File: config.mk
export PLATFORM = sky130hd
export DESIGN_NAME = rv_dmem_arbiter_flat
export DESIGN_NICKNAME = d
export VERILOG_FILES = /design/src/rtl/rv_dmem_arbiter_if.sv /design/src/rtl/rv_dmem_arbiter.sv /design/src/flat_wrapper.sv
export SDC_FILE = /design/constraint.sdc
export NUM_CORES = 1
export LEC_CHECK = 0
export ABC_AREA = 1
export CAP_MARGIN = 20
export CELL_PAD_IN_SITES_DETAIL_PLACEMENT = 0
export CELL_PAD_IN_SITES_GLOBAL_PLACEMENT = 2
export CORE_MARGIN = 5
export CORE_UTILIZATION = 10
export DETAILED_ROUTE_END_ITERATION = 6
export MAX_ROUTING_LAYER = met4
export PLACE_DENSITY = 0.95
export REMOVE_ABC_BUFFERS = 1
export SLEW_MARGIN = 20
export SYNTH_ARGS = -nofsm -noshare
export SYNTH_HDL_FRONTEND = slang
export SYNTH_SLANG_ARGS = --single-unit
File: constraint.sdc
create_clock -name i_arb_clk -period 3.55 [get_ports i_arb_clk]
set_input_delay 0.355 -clock i_arb_clk [delete_from_list [all_inputs] [get_ports i_arb_clk]]
set_output_delay 0.355 -clock i_arb_clk [all_outputs]
set_load 0.03 [all_outputs]
File: src/rtl/rv_dmem_arbiter_if.sv
// Bundle between the pipeline/external requesters and the data-memory arbiter.
// The master modport is the requester and memory side; the slave modport is the arbiter.
interface rv_dmem_arbiter_if #(
    parameter int unsigned XLEN = 32
);
    logic            i_arb_core_req;
    logic            i_arb_core_we;
    logic [2:0]      i_arb_core_bytectrl;
    logic [XLEN-1:0] i_arb_core_a;
    logic [XLEN-1:0] i_arb_core_wd;
    logic            o_arb_core_stall;
    logic            o_arb_core_rvalid;
    logic [XLEN-1:0] o_arb_core_rd;

    logic            i_arb_ext_req;
    logic            i_arb_ext_we;
    logic [2:0]      i_arb_ext_bytectrl;
    logic [XLEN-1:0] i_arb_ext_a;
    logic [XLEN-1:0] i_arb_ext_wd;
    logic            o_arb_ext_gnt;
    logic            o_arb_ext_rvalid;
    logic [XLEN-1:0] o_arb_ext_rd;

    logic [XLEN-1:0] o_arb_dmem_a;
    logic            o_arb_dmem_we;
    logic [XLEN-1:0] o_arb_dmem_wd;
    logic [2:0]      o_arb_dmem_bytectrl;
    logic [XLEN-1:0] i_arb_dmem_rd;

    modport master (
        output i_arb_core_req, i_arb_core_we, i_arb_core_bytectrl, i_arb_core_a, i_arb_core_wd,
        input  o_arb_core_stall, o_arb_core_rvalid, o_arb_core_rd,
        output i_arb_ext_req, i_arb_ext_we, i_arb_ext_bytectrl, i_arb_ext_a, i_arb_ext_wd,
        input  o_arb_ext_gnt, o_arb_ext_rvalid, o_arb_ext_rd,
        input  o_arb_dmem_a, o_arb_dmem_we, o_arb_dmem_wd, o_arb_dmem_bytectrl,
        output i_arb_dmem_rd
    );

    modport slave (
        input  i_arb_core_req, i_arb_core_we, i_arb_core_bytectrl, i_arb_core_a, i_arb_core_wd,
        output o_arb_core_stall, o_arb_core_rvalid, o_arb_core_rd,
        input  i_arb_ext_req, i_arb_ext_we, i_arb_ext_bytectrl, i_arb_ext_a, i_arb_ext_wd,
        output o_arb_ext_gnt, o_arb_ext_rvalid, o_arb_ext_rd,
        output o_arb_dmem_a, o_arb_dmem_we, o_arb_dmem_wd, o_arb_dmem_bytectrl,
        input  i_arb_dmem_rd
    );
endinterface

File: src/rtl/rv_dmem_arbiter.sv
// Data-memory arbiter between the core MEM stage and an external loader/debug port.
// Define DMEM_ARB_RR_EN for round-robin arbitration; otherwise core priority with starvation guard.
module rv_dmem_arbiter #(
    parameter int unsigned XLEN         = 32,
    parameter int unsigned STARVE_LIMIT = 3
) (
    input logic              i_arb_clk,
    input logic              i_arb_rst,
    rv_dmem_arbiter_if.slave bus
);
    typedef enum logic [1:0] {RspNone, RspCore, RspExt} rsp_e;

    rsp_e rsp_q;
    logic core_gnt;
    logic ext_gnt;

`ifdef DMEM_ARB_RR_EN
    logic last_ext_q;

    // On contention, serve whoever did not own the port last.
    always_comb begin
        ext_gnt = bus.i_arb_ext_req & (~bus.i_arb_core_req | ~last_ext_q);
    end

    always_ff @(posedge i_arb_clk) begin
        if (i_arb_rst) begin
            last_ext_q <= 1'b1;
        end else if (core_gnt) begin
            last_ext_q <= 1'b0;
        end else if (ext_gnt) begin
            last_ext_q <= 1'b1;
        end
    end
`else
    logic [3:0] starve_cnt_q;
    logic       starve_hit;

    assign starve_hit = (starve_cnt_q == 4'(STARVE_LIMIT));

    always_comb begin
        ext_gnt = bus.i_arb_ext_req & (~bus.i_arb_core_req | starve_hit);
    end

    always_ff @(posedge i_arb_clk) begin
        if (i_arb_rst || !bus.i_arb_ext_req || ext_gnt) begin
            starve_cnt_q <= 4'd0;
        end else begin
            starve_cnt_q <= starve_cnt_q + 4'd1;
        end
    end
`endif

    assign core_gnt         = bus.i_arb_core_req & ~ext_gnt;
    assign bus.o_arb_ext_gnt    = ext_gnt;
    assign bus.o_arb_core_stall = bus.i_arb_core_req & ~core_gnt;

    always_comb begin
        bus.o_arb_dmem_a        = '0;
        bus.o_arb_dmem_we       = 1'b0;
        bus.o_arb_dmem_wd       = '0;
        bus.o_arb_dmem_bytectrl = 3'd0;
        if (core_gnt) begin
            bus.o_arb_dmem_a        = bus.i_arb_core_a;
            bus.o_arb_dmem_we       = bus.i_arb_core_we & ~i_arb_rst;
            bus.o_arb_dmem_wd       = bus.i_arb_core_wd;
            bus.o_arb_dmem_bytectrl = bus.i_arb_core_bytectrl;
        end else if (ext_gnt) begin
            bus.o_arb_dmem_a        = bus.i_arb_ext_a;
            bus.o_arb_dmem_we       = bus.i_arb_ext_we & ~i_arb_rst;
            bus.o_arb_dmem_wd       = bus.i_arb_ext_wd;
            bus.o_arb_dmem_bytectrl = bus.i_arb_ext_bytectrl;
        end
    end

    // Remembers who owns the read data arriving from memory next cycle.
    always_ff @(posedge i_arb_clk) begin
        if (i_arb_rst) begin
            rsp_q <= RspNone;
        end else if (core_gnt && !bus.i_arb_core_we) begin
            rsp_q <= RspCore;
        end else if (ext_gnt && !bus.i_arb_ext_we) begin
            rsp_q <= RspExt;
        end else begin
            rsp_q <= RspNone;
        end
    end

    assign bus.o_arb_core_rvalid = (rsp_q == RspCore);
    assign bus.o_arb_ext_rvalid  = (rsp_q == RspExt);
    assign bus.o_arb_core_rd     = (rsp_q == RspCore) ? bus.i_arb_dmem_rd : '0;
    assign bus.o_arb_ext_rd      = (rsp_q == RspExt) ? bus.i_arb_dmem_rd : '0;
endmodule
File: src/flat_wrapper.sv
// flat-port wrapper written by rule: the top's interface ports become plain ports
module rv_dmem_arbiter_flat 
#(
    parameter int unsigned XLEN         = 32,
    parameter int unsigned STARVE_LIMIT = 3
)
  (i_arb_clk, i_arb_rst, bus_i_arb_core_req, bus_i_arb_core_we, bus_i_arb_core_bytectrl, bus_i_arb_core_a, bus_i_arb_core_wd, bus_o_arb_core_stall, bus_o_arb_core_rvalid, bus_o_arb_core_rd, bus_i_arb_ext_req, bus_i_arb_ext_we, bus_i_arb_ext_bytectrl, bus_i_arb_ext_a, bus_i_arb_ext_wd, bus_o_arb_ext_gnt, bus_o_arb_ext_rvalid, bus_o_arb_ext_rd, bus_o_arb_dmem_a, bus_o_arb_dmem_we, bus_o_arb_dmem_wd, bus_o_arb_dmem_bytectrl, bus_i_arb_dmem_rd);
  rv_dmem_arbiter_if #(.XLEN(XLEN)) bus_i ();
  input logic i_arb_clk;
  input logic i_arb_rst;
  input wire logic [$bits(bus_i.i_arb_core_req)-1:0] bus_i_arb_core_req;
  input wire logic [$bits(bus_i.i_arb_core_we)-1:0] bus_i_arb_core_we;
  input wire logic [$bits(bus_i.i_arb_core_bytectrl)-1:0] bus_i_arb_core_bytectrl;
  input wire logic [$bits(bus_i.i_arb_core_a)-1:0] bus_i_arb_core_a;
  input wire logic [$bits(bus_i.i_arb_core_wd)-1:0] bus_i_arb_core_wd;
  output wire logic [$bits(bus_i.o_arb_core_stall)-1:0] bus_o_arb_core_stall;
  output wire logic [$bits(bus_i.o_arb_core_rvalid)-1:0] bus_o_arb_core_rvalid;
  output wire logic [$bits(bus_i.o_arb_core_rd)-1:0] bus_o_arb_core_rd;
  input wire logic [$bits(bus_i.i_arb_ext_req)-1:0] bus_i_arb_ext_req;
  input wire logic [$bits(bus_i.i_arb_ext_we)-1:0] bus_i_arb_ext_we;
  input wire logic [$bits(bus_i.i_arb_ext_bytectrl)-1:0] bus_i_arb_ext_bytectrl;
  input wire logic [$bits(bus_i.i_arb_ext_a)-1:0] bus_i_arb_ext_a;
  input wire logic [$bits(bus_i.i_arb_ext_wd)-1:0] bus_i_arb_ext_wd;
  output wire logic [$bits(bus_i.o_arb_ext_gnt)-1:0] bus_o_arb_ext_gnt;
  output wire logic [$bits(bus_i.o_arb_ext_rvalid)-1:0] bus_o_arb_ext_rvalid;
  output wire logic [$bits(bus_i.o_arb_ext_rd)-1:0] bus_o_arb_ext_rd;
  output wire logic [$bits(bus_i.o_arb_dmem_a)-1:0] bus_o_arb_dmem_a;
  output wire logic [$bits(bus_i.o_arb_dmem_we)-1:0] bus_o_arb_dmem_we;
  output wire logic [$bits(bus_i.o_arb_dmem_wd)-1:0] bus_o_arb_dmem_wd;
  output wire logic [$bits(bus_i.o_arb_dmem_bytectrl)-1:0] bus_o_arb_dmem_bytectrl;
  input wire logic [$bits(bus_i.i_arb_dmem_rd)-1:0] bus_i_arb_dmem_rd;
  assign bus_i.i_arb_core_req = bus_i_arb_core_req;
  assign bus_i.i_arb_core_we = bus_i_arb_core_we;
  assign bus_i.i_arb_core_bytectrl = bus_i_arb_core_bytectrl;
  assign bus_i.i_arb_core_a = bus_i_arb_core_a;
  assign bus_i.i_arb_core_wd = bus_i_arb_core_wd;
  assign bus_o_arb_core_stall = bus_i.o_arb_core_stall;
  assign bus_o_arb_core_rvalid = bus_i.o_arb_core_rvalid;
  assign bus_o_arb_core_rd = bus_i.o_arb_core_rd;
  assign bus_i.i_arb_ext_req = bus_i_arb_ext_req;
  assign bus_i.i_arb_ext_we = bus_i_arb_ext_we;
  assign bus_i.i_arb_ext_bytectrl = bus_i_arb_ext_bytectrl;
  assign bus_i.i_arb_ext_a = bus_i_arb_ext_a;
  assign bus_i.i_arb_ext_wd = bus_i_arb_ext_wd;
  assign bus_o_arb_ext_gnt = bus_i.o_arb_ext_gnt;
  assign bus_o_arb_ext_rvalid = bus_i.o_arb_ext_rvalid;
  assign bus_o_arb_ext_rd = bus_i.o_arb_ext_rd;
  assign bus_o_arb_dmem_a = bus_i.o_arb_dmem_a;
  assign bus_o_arb_dmem_we = bus_i.o_arb_dmem_we;
  assign bus_o_arb_dmem_wd = bus_i.o_arb_dmem_wd;
  assign bus_o_arb_dmem_bytectrl = bus_i.o_arb_dmem_bytectrl;
  assign bus_i.i_arb_dmem_rd = bus_i_arb_dmem_rd;
  rv_dmem_arbiter #(.XLEN(XLEN), .STARVE_LIMIT(STARVE_LIMIT)) u_core (.i_arb_clk(i_arb_clk), .i_arb_rst(i_arb_rst), .bus(bus_i));
endmodule
### Word-level counts from Yosys, hierarchy flattened

Cells that the tools add are included.

| word-level totals | value |
|---|---|
| register bits | 6 |
| latch bits | 0 |
| bits in writable memories | 0 |
| bits in read-only memories | 0 |
| input port bits | 172 |
| output and inout bits | 136 |
| word-level logic and storage cells | 37 |
| memories | 0 |

| operators by class | value |
|---|---|
| add/sub/neg operators | 1 |
| multiply operators | 0 |
| divide/modulo/power cells | 0 |
| magnitude comparators | 0 |
| eq/ne operators | 3 |
| shift-type cells | 0 |
| multiplexer cells | 12 |
| bitwise operators | 10 |
| reduce and logical (&&, ||, !) cells | 8 |

Operators with widths:

| kind | number |
|---|---|
| 2-to-1 mux 32 bit | 6 |
| 2-to-1 mux 3 bit | 2 |
| bitwise AND 1 bit | 5 |
| adder 4 x 1 -> 4 bit, second input constant | 1 |
| equality test 4 x 2 -> 1 bit, second input constant | 1 |
| inverter 1 bit | 4 |
| zero test 1 bit | 3 |
| 2-to-1 mux 1 bit | 3 |
| equality test 2 x 1 -> 1 bit, second input constant | 1 |
| equality test 2 bit, second input constant | 1 |
| logical AND 1 bit | 2 |
| logical OR 1 bit | 2 |
| 2-to-1 mux 2 bit | 1 |
| OR reduction 2 bit | 1 |
| OR 1 bit | 1 |

### Longest topological paths before layout

Gate-level depths: netlist of the first run.

| logic depth | value |
|---|---|
| depth in word-level cells | 7 |
| depth in mapped cells | 9 |
| depth with buffers taken out | 7 |

### Worst setup path before layout of the first run

OpenSTA, ideal clock, no wires.

| timing | value |
|---|---|
| kind | register to output |
| from | reg u_core.rsp_q[0] |
| to | out bus_o_arb_core_rd[10] |
| data arrival time | 1588 ps |
| required time | 3195 ps |
| slack | 1607 ps |
| stages on the path, launching flop included | 6 |
| path buffers | 1 |
| cells stage by stage | dfxtp_1 > inv_1 > nor2_1 > inv_1 > clkbuf_1 > nor2_1 |

| between the ends | value |
|---|---|
| word-level cells in the longest chain between the ends | 2 |

Ends and longest elaborated chain:

| element | line | RTL |
|---|---|---|
| from (decl) | rv_dmem_arbiter.sv:13 | `rsp_e rsp_q;` |
| from (signal assigned) | rv_dmem_arbiter.sv:78 | `rsp_q <= RspNone;` |
| from (signal assigned) | rv_dmem_arbiter.sv:80 | `rsp_q <= RspCore;` |
| from (signal assigned) | rv_dmem_arbiter.sv:82 | `rsp_q <= RspExt;` |
| equality test 2 x 1 -> 1 bit | n/a |  |
| named net bus_o_arb_core_rvalid | flat_wrapper.sv:17 | `output wire logic [$bits(bus_i.o_arb_core_rvalid)-1:0] bus_o_arb_core_rvalid;` |
| 2-to-1 mux 32 bit | rv_dmem_arbiter.sv:90 | `assign bus.o_arb_core_rd = (rsp_q == RspCore) ? bus.i_arb_dmem_rd : '0;` |
| to (decl) | flat_wrapper.sv:18 | `output wire logic [$bits(bus_i.o_arb_core_rd)-1:0] bus_o_arb_core_rd;` |

The timed path passes the listed nets, and every way through them passes these cells.

### Worst setup path in the final report of the first run

| timing | value |
|---|---|
| from | reg u_core.starve_cnt_q[0] |
| to | out bus_o_arb_dmem_wd[0] |

| between the ends | value |
|---|---|
| word-level cells in the longest chain between the ends | 6 |
| elaborated cells between the ends (all ways) | 7 |
| classes of those cells | 1 x eq/ne; 2 x mux; 4 x bitwise |

Ends and longest elaborated chain:

| element | line | RTL |
|---|---|---|
| from (decl) | rv_dmem_arbiter.sv:35 | `logic [3:0] starve_cnt_q;` |
| from (signal assigned) | rv_dmem_arbiter.sv:48 | `starve_cnt_q <= starve_cnt_q + 4'd1;` |
| equality test 4 x 2 -> 1 bit * | rv_dmem_arbiter.sv:38 | `assign starve_hit = (starve_cnt_q == 4'(STARVE_LIMIT));` |
| OR 1 bit * | rv_dmem_arbiter.sv:41 | `ext_gnt = bus.i_arb_ext_req & (~bus.i_arb_core_req \| starve_hit);` |
| bitwise AND 1 bit * | rv_dmem_arbiter.sv:41 |  |
| inverter 1 bit | rv_dmem_arbiter.sv:53 | `assign core_gnt = bus.i_arb_core_req & ~ext_gnt;` |
| bitwise AND 1 bit | rv_dmem_arbiter.sv:53 |  |
| 2-to-1 mux 32 bit * | rv_dmem_arbiter.sv:62 | `if (core_gnt) begin` |
| to (decl) | flat_wrapper.sv:29 | `output wire logic [$bits(bus_i.o_arb_dmem_wd)-1:0] bus_o_arb_dmem_wd;` |

Every way passes the cells marked *; elsewhere a longest branch is shown, timed or not.

==> flow_summary_export.csv, run 1 <==
group,metric,value,unit
global_routing,track_usage,0.1243,
route,wl_per_cell,14.02,um
timing,max_slew.worst_pin.slew,1.015,ns
outcome,status,"finished clean",
floorplan,start_util,0.1010,
setup_path,start_kind,"flip-flop",
setup_path,crit_start,"u_core.starve_cnt_q[0]",
clock_tree,worst_skew_pair.late_latency,0.23,ns
timing,drv_slew,0,
flow_run,timing.max_cap.violations,0,
route,drc_errors,0,
layout,num-nets-final,829,
layout,instances_no_fill,843,
setup_path,reg2reg_from,"u_core.starve_cnt_q[0]",
layout,fill_cells,1642,
global_routing,grt_pass1_vias,2992,
floorplan,core,15030,um^2
logic_synthesis,yosysWarnings,0,
timing,clock_skew,0.002469,ns
floorplan,placementRows,45,
timing,maxClockFrequency,0.3445,GHz
layout,drive_gt1_frac,0.01682,
route,dr.pass1.iters,5,
clock_tree,cts_setup_buffers,0,
global_routing,grt_start_max_net_pins,51,
power,leakagePower,2.270,nW
layout,fin_util,0.3238,
hold_path,min_from,"u_core.starve_cnt_q[0]",
timing,hold_viol,0,
timing,max-slew-margin-rel,0.3227,
setup_path,worstPathCellList,"ha_1 -> nand2_1 -> nand2_1 -> nand2_1 -> inv_2 -> buf_12 -> nand2_1 -> nand2_1 -> clkdlybuf4s50_1",
placed_design,place_inst,839,
floorplan,die_area,17750,um^2
timing,setup_violations,0,
timing,period_needed,2.903,ns
clock_tree,cts-root-buf,"clkbuf_16",
setup_path,cp_data_arrival_time,2.55,ns
setup_path,critPathRequiredTime,3.19,ns
placed_design,portBuffers,307,
route,ant_nets,0,
logic_synthesis,netlist_area,1519,um^2
placed_design,gp_congestion,0.8521,
setup_path,cpMostUsedCell,"nand2_1",
clock_tree,clock_path_buffers,2,
clock_tree,cts_buffers,3,
logic_synthesis,synth_cells,359,
logic_synthesis,synth_seq_cells,6,
clock_tree,hold_buffers,0,
setup_path,critPathMaxStageDelay,0.67,ns
setup_path,critical-path-top-delay-family,"buffers and inverters",
floorplan,die_h,133.2,um
timing,final.setup.tns,0,ns
floorplan,io_pins,308,
power,powerDensity,180.1,nW/um^2
logic_synthesis,syn_area_per_cell,4.231,um^2
setup_path,critical_path_buf_inv_count,3,
global_routing,antenna_found_initial,1,
power,peakVddDrop,101.7,uV
global_routing,grt_overflow,0,
layout,design_area,4868,um^2
setup_path,crit_slowest_cell,"clkdlybuf4s50_1",
clock_tree,htreeDepth,1,
clock_tree,clock_sinks,6,
layout,syn_to_final_growth,220.5,%
timing,rsz0062_at_grt,"no",
route,vias,3023,
clock_tree,clkSlewWorstSetupHoldPaths,0.03,ns
hold_path,hold_path_class,"reg2reg",
power,total_power,0.8767,mW
clock_tree,cts_tree,"built",
timing,period_share,0.8178,
floorplan,dieWidth,133.2,um
logic_synthesis,synth_seq_area_share,0.07908,
global_routing,grt_pass1_wl,16740,um
route,via_per_inst,3.586,
logic_synthesis,synth_cell_types,18,
placed_design,dp_hpwl,10400,um
setup_path,worstPathMaxFanout,49,
setup_path,crit_type,"reg2out",
route,drt-total-wl,11820,um
route,drt-initial-drc-count,88,
setup_path,cp-end-kind,"output pin",
clock_tree,ctsResizeCount,0,
placed_design,placed_area,4791,um^2
-- sequential cells by signal, summed over array words and instances (netlist names) --
signal and flops:
u_core.starve_cnt_q 4, u_core.rsp_q 2
-- report_power, final --
group / switching [mW] / internal, mW
Sequential: 0.000644 / 0.0692
Combinational: 0.303 / 0.322
Clock: 0.0375 / 0.145
Total: 0.341 / 0.535
-- stage by stage --
step	hold slack, ns	setup WS [ns]
floorplan	0.4179	0.7171
global placement	0.4313	0.6864
detailed placement	0.4383	0.6843
CTS	0.4655	0.6144
global route	0.4863	0.3912
finish	0.4525	0.6469
-- worst paths after layout --
| kind | to | slack [ns] | cells past startpoint |
|---|---|---|---|
| worst max register to register | u_core.starve_cnt_q[0] | 2.35 | 6 |
| worst min-delay path | u_core.starve_cnt_q[0] | 0.45 | 1 |
| worst max-delay path | bus_o_arb_dmem_wd[0] | 0.65 | 9 |
| worst min register to register | u_core.starve_cnt_q[0] | 0.45 | 1 |
-- worst register-to-register path, stage by stage (launching register included) --
cell and delay (ns):
dfxtp_1 0.34, ha_1 0.27, nand2_1 0.10, nand2_1 0.12, inv_1 0.06, nand3_1 0.14
nor2_1 0.06
-- logic make-up after synthesis --
family / Yosys count / share of synthesized area
flip-flops: 6 / 0.07908
AND/OR/NAND/NOR: 285 / 0.7109
AO/OA/AOI/OAI: 2 / 0.01318
buffers and inverters: 63 / 0.1771
XOR/XNOR: 2 / 0.01153
adder cells (fa/ha/maj): 1 / 0.008236
-- area by class of cell --
type	count	area (um^2)	share of cell area
antenna	1	2.502	0.0005140
multi-input combinational	290	1139	0.2339
tap	188	235.2	0.04832
inverter	43	161.4	0.03315
sequential	6	120.1	0.02467
clock buffer	3	75.07	0.01542
timing repair buffer	312	3136	0.6441
-- synth_stat cells, drive strengths merged --
library cell,number,area [um^2]
o21bai,1,7.510
nor3,2,10.01
nand4,1,6.260
xnor2,1,8.760
nand2,209,784.5
nand3,2,10.01
a31oi,1,12.51
nor2,71,269.0
xor2,1,8.760
ha,1,12.51
clkbuf,10,37.54
buf,10,70.06
inv,43,161.4
dfxtp,6,120.1
-- cell usage in the layout (no fill, tap or decap) --
cell             synthesis  layout
inv_1                   42      42
nor3_1                   2       2
buf_4                    3       3
xor2_1                   1       1
buf_12                   0       2
inv_2                    1       1
ha_1                     1       1
nand3_1                  2       2
nand2_1                209     209
a31oi_4                  0       1
dfxtp_1                  6       6
clkbuf_16                0       3
nor2_1                  70      70
nor2_2                   1       1
xnor2_1                  1       1
diode_2                  0       1
clkdlybuf4s50_1          0     307
o21bai_1                 1       1
nand4_1                  1       1
-- metal layers --
metal  vias to the layer above  wire (um)  global-route usage
met5                         -          0                   -
met2                       188       5939              0.2263
li1                       1618          -                   -
met3                        10       1124             0.03285
met4                         0        168             0.03086
met1                      1207       4589              0.1343
Power figures use the tool's default switching activity.
==> run 2, diff against run 1 <==
==> constraint.sdc (replaced) <==
create_clock -name i_arb_clk -period 3 [get_ports i_arb_clk]
set_input_delay 0.3 -clock i_arb_clk [delete_from_list [all_inputs] [get_ports i_arb_clk]]
set_output_delay 0.3 -clock i_arb_clk [all_outputs]
set_load 0.03 [all_outputs]
==> run 2 against run 1 <==
  * Wire length shrank 2.0%
  * Register-to-register slack lost 0.55 ns
  * Worst hold slack lost 0.011 ns
  * Sequential power grew 18%
  * Core utilization shrank 0.42 points
  * Clock skew shrank 0.00092 ns
  * Clock-buffer cell count is the same
  * First-iteration DRC count shrank 8.0%
  * Non-clock buffer count grew 1
  * Via count shrank 0.13%
  * Critical path type unchanged
==> flow_summary_export.csv, run 2 (synthesis gave the netlist of run 1 again) <==
group,metric,value,unit
floorplan,start_util,0.1010,
floorplan,placementRows,45,
timing,maxClockFrequency,0.3897,GHz
route,dr.pass1.iters,5,
clock_tree,cts_tree,"built",
global_routing,grt_pass1_wl,16300,um
route,wl_met1,4472,um
timing,rsz0062_at_grt,"no",
setup_path,cp-end-kind,"output pin",
clock_tree,clock_path_buffers,2,
outcome,status,"finished clean",
setup_path,reg2reg_from,"u_core.starve_cnt_q[0]",
layout,diodes,0,
timing,period_needed,2.566,ns
setup_path,worstPathMaxFanout,42,
clock_tree,hold_buffers,0,
route,wl_per_cell,13.75,um
floorplan,die_h,133.2,um
global_routing,grt_start_max_net_pins,51,
placed_design,gp_congestion,0.8215,
setup_path,critPathMaxStageDelay,0.43,ns
placed_design,portBuffers,307,
setup_path,crit_slowest_cell,"buf_4",
timing,clock_skew,0.001550,ns
clock_tree,cts_setup_buffers,0,
timing,max_slew.worst_pin.slew,0.4011,ns
flow_run,timing.max_cap.violations,0,
placed_design,post-place-ws,0.4888,ns
setup_path,r2r_cells,6,
floorplan,core,15030,um^2
floorplan,io_pins,308,
timing,period_share,0.8554,
route,ant_nets,0,
clock_tree,clkSlewWorstSetupHoldPaths,0.03,ns
layout,syn_to_final_growth,216.4,%
route,via_per_inst,3.581,
setup_path,r2r_slack,1.80,ns
clock_tree,clock_sinks,6,
hold_path,hold_path_class,"reg2reg",
floorplan,dieWidth,133.2,um
setup_path,critPathRequiredTime,2.70,ns
clock_tree,cts_buffers,3,
setup_path,start_kind,"flip-flop",
layout,num-nets-final,830,
layout,top_register,"u_core.starve_cnt_q",
route,drc_errors,0,
timing,drv_slew,0,
global_routing,antenna_found_initial,0,
timing,holdWs,0.4416,ns
route,drt-total-wl,11590,um
setup_path,rr_endpoint,"u_core.starve_cnt_q[1]",
placed_design,dp_hpwl,10160,um
setup_path,critical-path-top-delay-family,"buffers and inverters",
setup_path,cpMostUsedCell,"nand2_1",
clock_tree,cts-root-buf,"clkbuf_16",
route,dr_wl_met3,1065,um
setup_path,worstPathCellList,"ha_1 -> nand2_1 -> nand2_1 -> nand2_1 -> inv_2 -> buf_4 -> nand2_1 -> nand2_1 -> buf_12",
layout,reg.largest.list,"u_core.starve_cnt_q x4, u_core.rsp_q x2",
layout,fill_cells,1651,
global_routing,grt_pass1_vias,3003,
timing,finalWorstSetupSlack,0.4337,ns
clock_tree,worst_skew_pair.late_latency,0.23,ns
hold_path,min_from,"u_core.starve_cnt_q[0]",
hold_path,holdPathStages,1,
layout,layout_commonest_cell,"clkdlybuf4s50_1",
setup_path,cp_data_arrival_time,2.27,ns
hold_path,min_to,"u_core.starve_cnt_q[0]",
route,top_layer,"met4",
global_routing,grt_overflow,0,
power,powerDensity,215.8,nW/um^2
power,peakVddDrop,139.3,uV
power,total_power,1.037,mW
route,dr_wl_met2,5937,um
timing,setup_violations,0,
clock_tree,htreeDepth,1,
timing,max-slew-margin-rel,0.7326,
layout,largest_register_ffs,4,
global_routing,track_usage,0.1202,
layout,drive_gt1_frac,0.1053,
layout,final_cell_mix,"250 x clkdlybuf4s50_1, 209 x nand2_1, 70 x nor2_1",
floorplan,die_area,17750,um^2
timing,final.setup.tns,0,ns
setup_path,crit_type,"reg2out",
route,vias,3019,
timing,hold_viol,0,
setup_path,critical_path_buf_inv_count,3,
clock_tree,ctsResizeCount,0,
route,drt-initial-drc-count,81,
layout,fin_util,0.3197,
power,leakagePower,2.372,nW
## run 2: cell count changes in the layout (fill, tap and decap cells not counted), sizes merged
cell           previous run  this run
buf                       5        63
diode                     1         0
clkdlybuf4s50           307       250
## run 2: layout make-up
| cell class | count | area [um^2] | share of cell area |
|---|---|---|---|
| clock buffers | 3 | 75.07 | 0.01562 |
| flip-flops and latches | 6 | 120.1 | 0.02499 |
| well taps | 188 | 235.2 | 0.04895 |
| inverters | 43 | 161.4 | 0.03359 |
| repair buffers | 313 | 3075 | 0.6399 |
| multi-input cells | 290 | 1139 | 0.2369 |
## run 2: worst max path at each step
stage	from	to	slack [ns]	depth (start not counted)
final	u_core.starve_cnt_q[0]	bus_o_arb_dmem_wd[25]	0.43	9
after global routing	u_core.starve_cnt_q[0]	bus_o_arb_dmem_wd[25]	0.21	9
after CTS	u_core.starve_cnt_q[0]	bus_o_arb_dmem_wd[25]	0.40	9
after detailed placement	bus_i_arb_ext_req	bus_o_arb_dmem_we	0.49	6
after global placement	bus_i_arb_ext_req	bus_o_arb_dmem_we	0.49	6
after floorplan	u_core.starve_cnt_q[0]	bus_o_arb_dmem_a[0]	0.22	4
## run 2: per-stage QoR
stage | instances | cell area (um^2)
global placement | 840 | 4731
floorplan | 339 | 1411
CTS | 843 | 4806
finish | 843 | 4806
global route | 843 | 4806
detailed placement | 840 | 4731
## run 2: per-layer routing
| layer | vias to the layer above | GRT usage |
|---|---|---|
| met4 | 0 | 0.02114 |
| met3 | 6 | 0.02870 |
| li1 | 1620 | - |
| met5 | - | - |
| met2 | 184 | 0.2288 |
| met1 | 1209 | 0.1273 |
## run 2: power breakdown
group	total (mW)	internal (mW)	switching, mW
clock	0.217	0.171	0.0456
sequential	0.0827	0.0819	0.000798
combinational	0.737	0.374	0.363
total	1.04	0.627	0.409
==> run 3, diff against run 2 <==
--- a/config.mk
+++ b/config.mk
@@ -14,7 +14,6 @@
 export DETAILED_ROUTE_END_ITERATION = 6
 export MAX_ROUTING_LAYER = met4
 export PLACE_DENSITY = 0.95
-export REMOVE_ABC_BUFFERS = 1
 export SLEW_MARGIN = 20
 export SYNTH_ARGS = -nofsm -noshare
 export SYNTH_HDL_FRONTEND = slang
==> run 3 against run 2 <==
  * Power up 1.4%
  * Clock power decreased by 4%
  * Sequential share of layout area shrank 0.076 points
  * Die area did not move
  * Critical path type unchanged
  * Critical endpoint is now bus_o_arb_dmem_wd[15]
  * Largest power group unchanged
  * Highest routed layer unchanged
==> flow_summary_export.csv, run 3 (synthesis gave the netlist of run 1 again) <==
group,metric,value,unit
clock_tree,cts_tree,"built",
setup_path,start_kind,"flip-flop",
setup_path,r2r_cells,6,
clock_tree,ctsResizeCount,0,
timing,max_slew.worst_pin.slew,0.3594,ns
route,wl_per_cell,12.59,um
power,powerDensity,212.1,nW/um^2
power,peakVddDrop,128.3,uV
setup_path,reg2reg_from,"u_core.starve_cnt_q[0]",
power,netSwitchingPower,0.3981,mW
global_routing,track_usage,0.1096,
timing,period_share,0.8801,
placed_design,dp_hpwl,9261,um
route,drc_errors,0,
layout,drive_gt1_frac,0.05513,
setup_path,cp_data_arrival_time,2.34,ns
layout,diodes,0,
timing,holdWs,0.4414,ns
outcome,status,"finished clean",
placed_design,gp_congestion,0.7920,
clock_tree,clkSlewWorstSetupHoldPaths,0.03,ns
clock_tree,clock_path_buffers,2,
layout,largest_register_ffs,4,
power,pwr-share-clk,0.198,
hold_path,holdPathStages,1,
timing,hold_viol,0,
timing,drv_slew,0,
floorplan,die_h,133.2,um
timing,clock_skew,0.0009123,ns
floorplan,io_pins,308,
setup_path,cp-end-kind,"output pin",
power,comb_power_share,0.723,
route,via_per_inst,3.643,
timing,maxClockFrequency,0.3787,GHz
global_routing,grt_overflow,0,
layout,top_register,"u_core.starve_cnt_q",
timing,setup_violations,0,
clock_tree,htreeDepth,1,
timing,period_needed,2.640,ns
clock_tree,clock_sinks,6,
setup_path,r2r_slack,1.81,ns
timing,max-slew-margin-rel,0.7597,
route,dr.pass1.iters,5,
power,p_seq_frac,0.079,
floorplan,die_area,17750,um^2
logic_synthesis,synth_nets,532,
global_routing,grt_pass1_vias,2917,
setup_path,rr_endpoint,"u_core.starve_cnt_q[0]",
clock_tree,cts_setup_buffers,0,
timing,rsz0062_at_grt,"no",
setup_path,crit_type,"reg2out",
timing,final.setup.tns,0,ns
clock_tree,cts_buffers,3,
floorplan,dieWidth,133.2,um
layout,syn_to_final_growth,226.3,%
route,ant_nets,0,
hold_path,hold_path_class,"reg2reg",
layout,reg.largest.list,"u_core.starve_cnt_q x4, u_core.rsp_q x2",
clock_tree,hold_buffers,0,
route,drt-total-wl,10590,um
setup_path,worstPathMaxFanout,69,
placed_design,portBuffers,307,
floorplan,core,15030,um^2
global_routing,grt_start_max_net_pins,70,
power,swShare,0.3787,
setup_path,critPathRequiredTime,2.70,ns
hold_path,min_from,"u_core.starve_cnt_q[0]",
floorplan,placementRows,45,
power,leakagePower,2.350,nW
route,vias,3064,
global_routing,antenna_found_initial,0,
flow_run,timing.max_cap.violations,0,
power,internal_power,0.6532,mW
layout,layout_commonest_cell,"clkdlybuf4s50_1",
floorplan,start_util,0.1010,
hold_path,min_to,"u_core.starve_cnt_q[0]",
layout,final_cell_mix,"281 x clkdlybuf4s50_1, 209 x nand2_1, 70 x nor2_1",
global_routing,grt_pass1_wl,15460,um
route,drt-initial-drc-count,54,
clock_tree,cts-root-buf,"clkbuf_16",
clock_tree,worst_skew_pair.late_latency,0.22,ns
layout,num-nets-final,828,
[run 3: layout make-up]
class / count / area (um^2)
timing repair buffer: 311 / 3226
fill: 1636 / 10080
multi-input combinational: 290 / 1139
tap: 188 / 235.2
sequential: 6 / 120.1
clock buffer: 3 / 75.07
inverter: 43 / 161.4
[run 3: per-layer routing]
metal	track usage	wire length, um	vias up
li1	-	-	1615
met1	0.1280	4304	1235
met2	0.1902	5008	208
met3	0.02719	1151	6
met4	0.02457	125	0
met5	-	0	-
[run 3: metrics by stage]
step | std cells | total power [mW] | setup slack [ns] | utilization | instance area (um^2)
floorplan | 359 | 0.3901 | 1.112 | - | 1519
global route | 841 | 1.108 | 0.1912 | 0.3297 | 4956
detailed placement | 838 | 0.8542 | 0.4176 | 0.3247 | 4881
global placement | 838 | 0.8563 | 0.3989 | 0.3247 | 4881
CTS | 841 | 1.068 | 0.3261 | 0.3297 | 4956
finish | 841 | 1.051 | 0.3596 | 0.3297 | 4956
[run 3: power by group through the flow]
stage	clock network, mW	registers, mW	logic (mW)
6_report	0.208	0.0827	0.760
5_1_grt	0.217	0.0828	0.808
4_1_cts	0.212	0.0827	0.773
3_5_place_dp	0	0.0839	0.770
3_3_place_gp	0	0.0839	0.772
2_1_floorplan	0	0.0837	0.306
[run 3: worst max path at each step]
stage / start / end / slack [ns]
2_1_floorplan: u_core.rsp_q[0] / bus_o_arb_core_rd[10] / 1.11
3_3_place_gp: bus_i_arb_core_req / bus_o_arb_dmem_a[23] / 0.40
3_5_place_dp: bus_i_arb_ext_req / bus_o_arb_dmem_a[21] / 0.42
4_1_cts: u_core.starve_cnt_q[0] / bus_o_arb_dmem_a[21] / 0.33
5_1_grt: u_core.starve_cnt_q[0] / bus_o_arb_dmem_a[21] / 0.19
6_report: u_core.starve_cnt_q[0] / bus_o_arb_dmem_wd[15] / 0.36
[run 3: worst max-delay path, stage by stage (launching register included)]
cell and delay (ns):
dfxtp_1 0.34, ha_1 0.26, nand2_1 0.10, nand2_1 0.10
nand2_1 0.07, inv_2 0.07, buf_12 0.24, nand2_1 0.08
nand2_1 0.07, clkdlybuf4s50_1 0.69
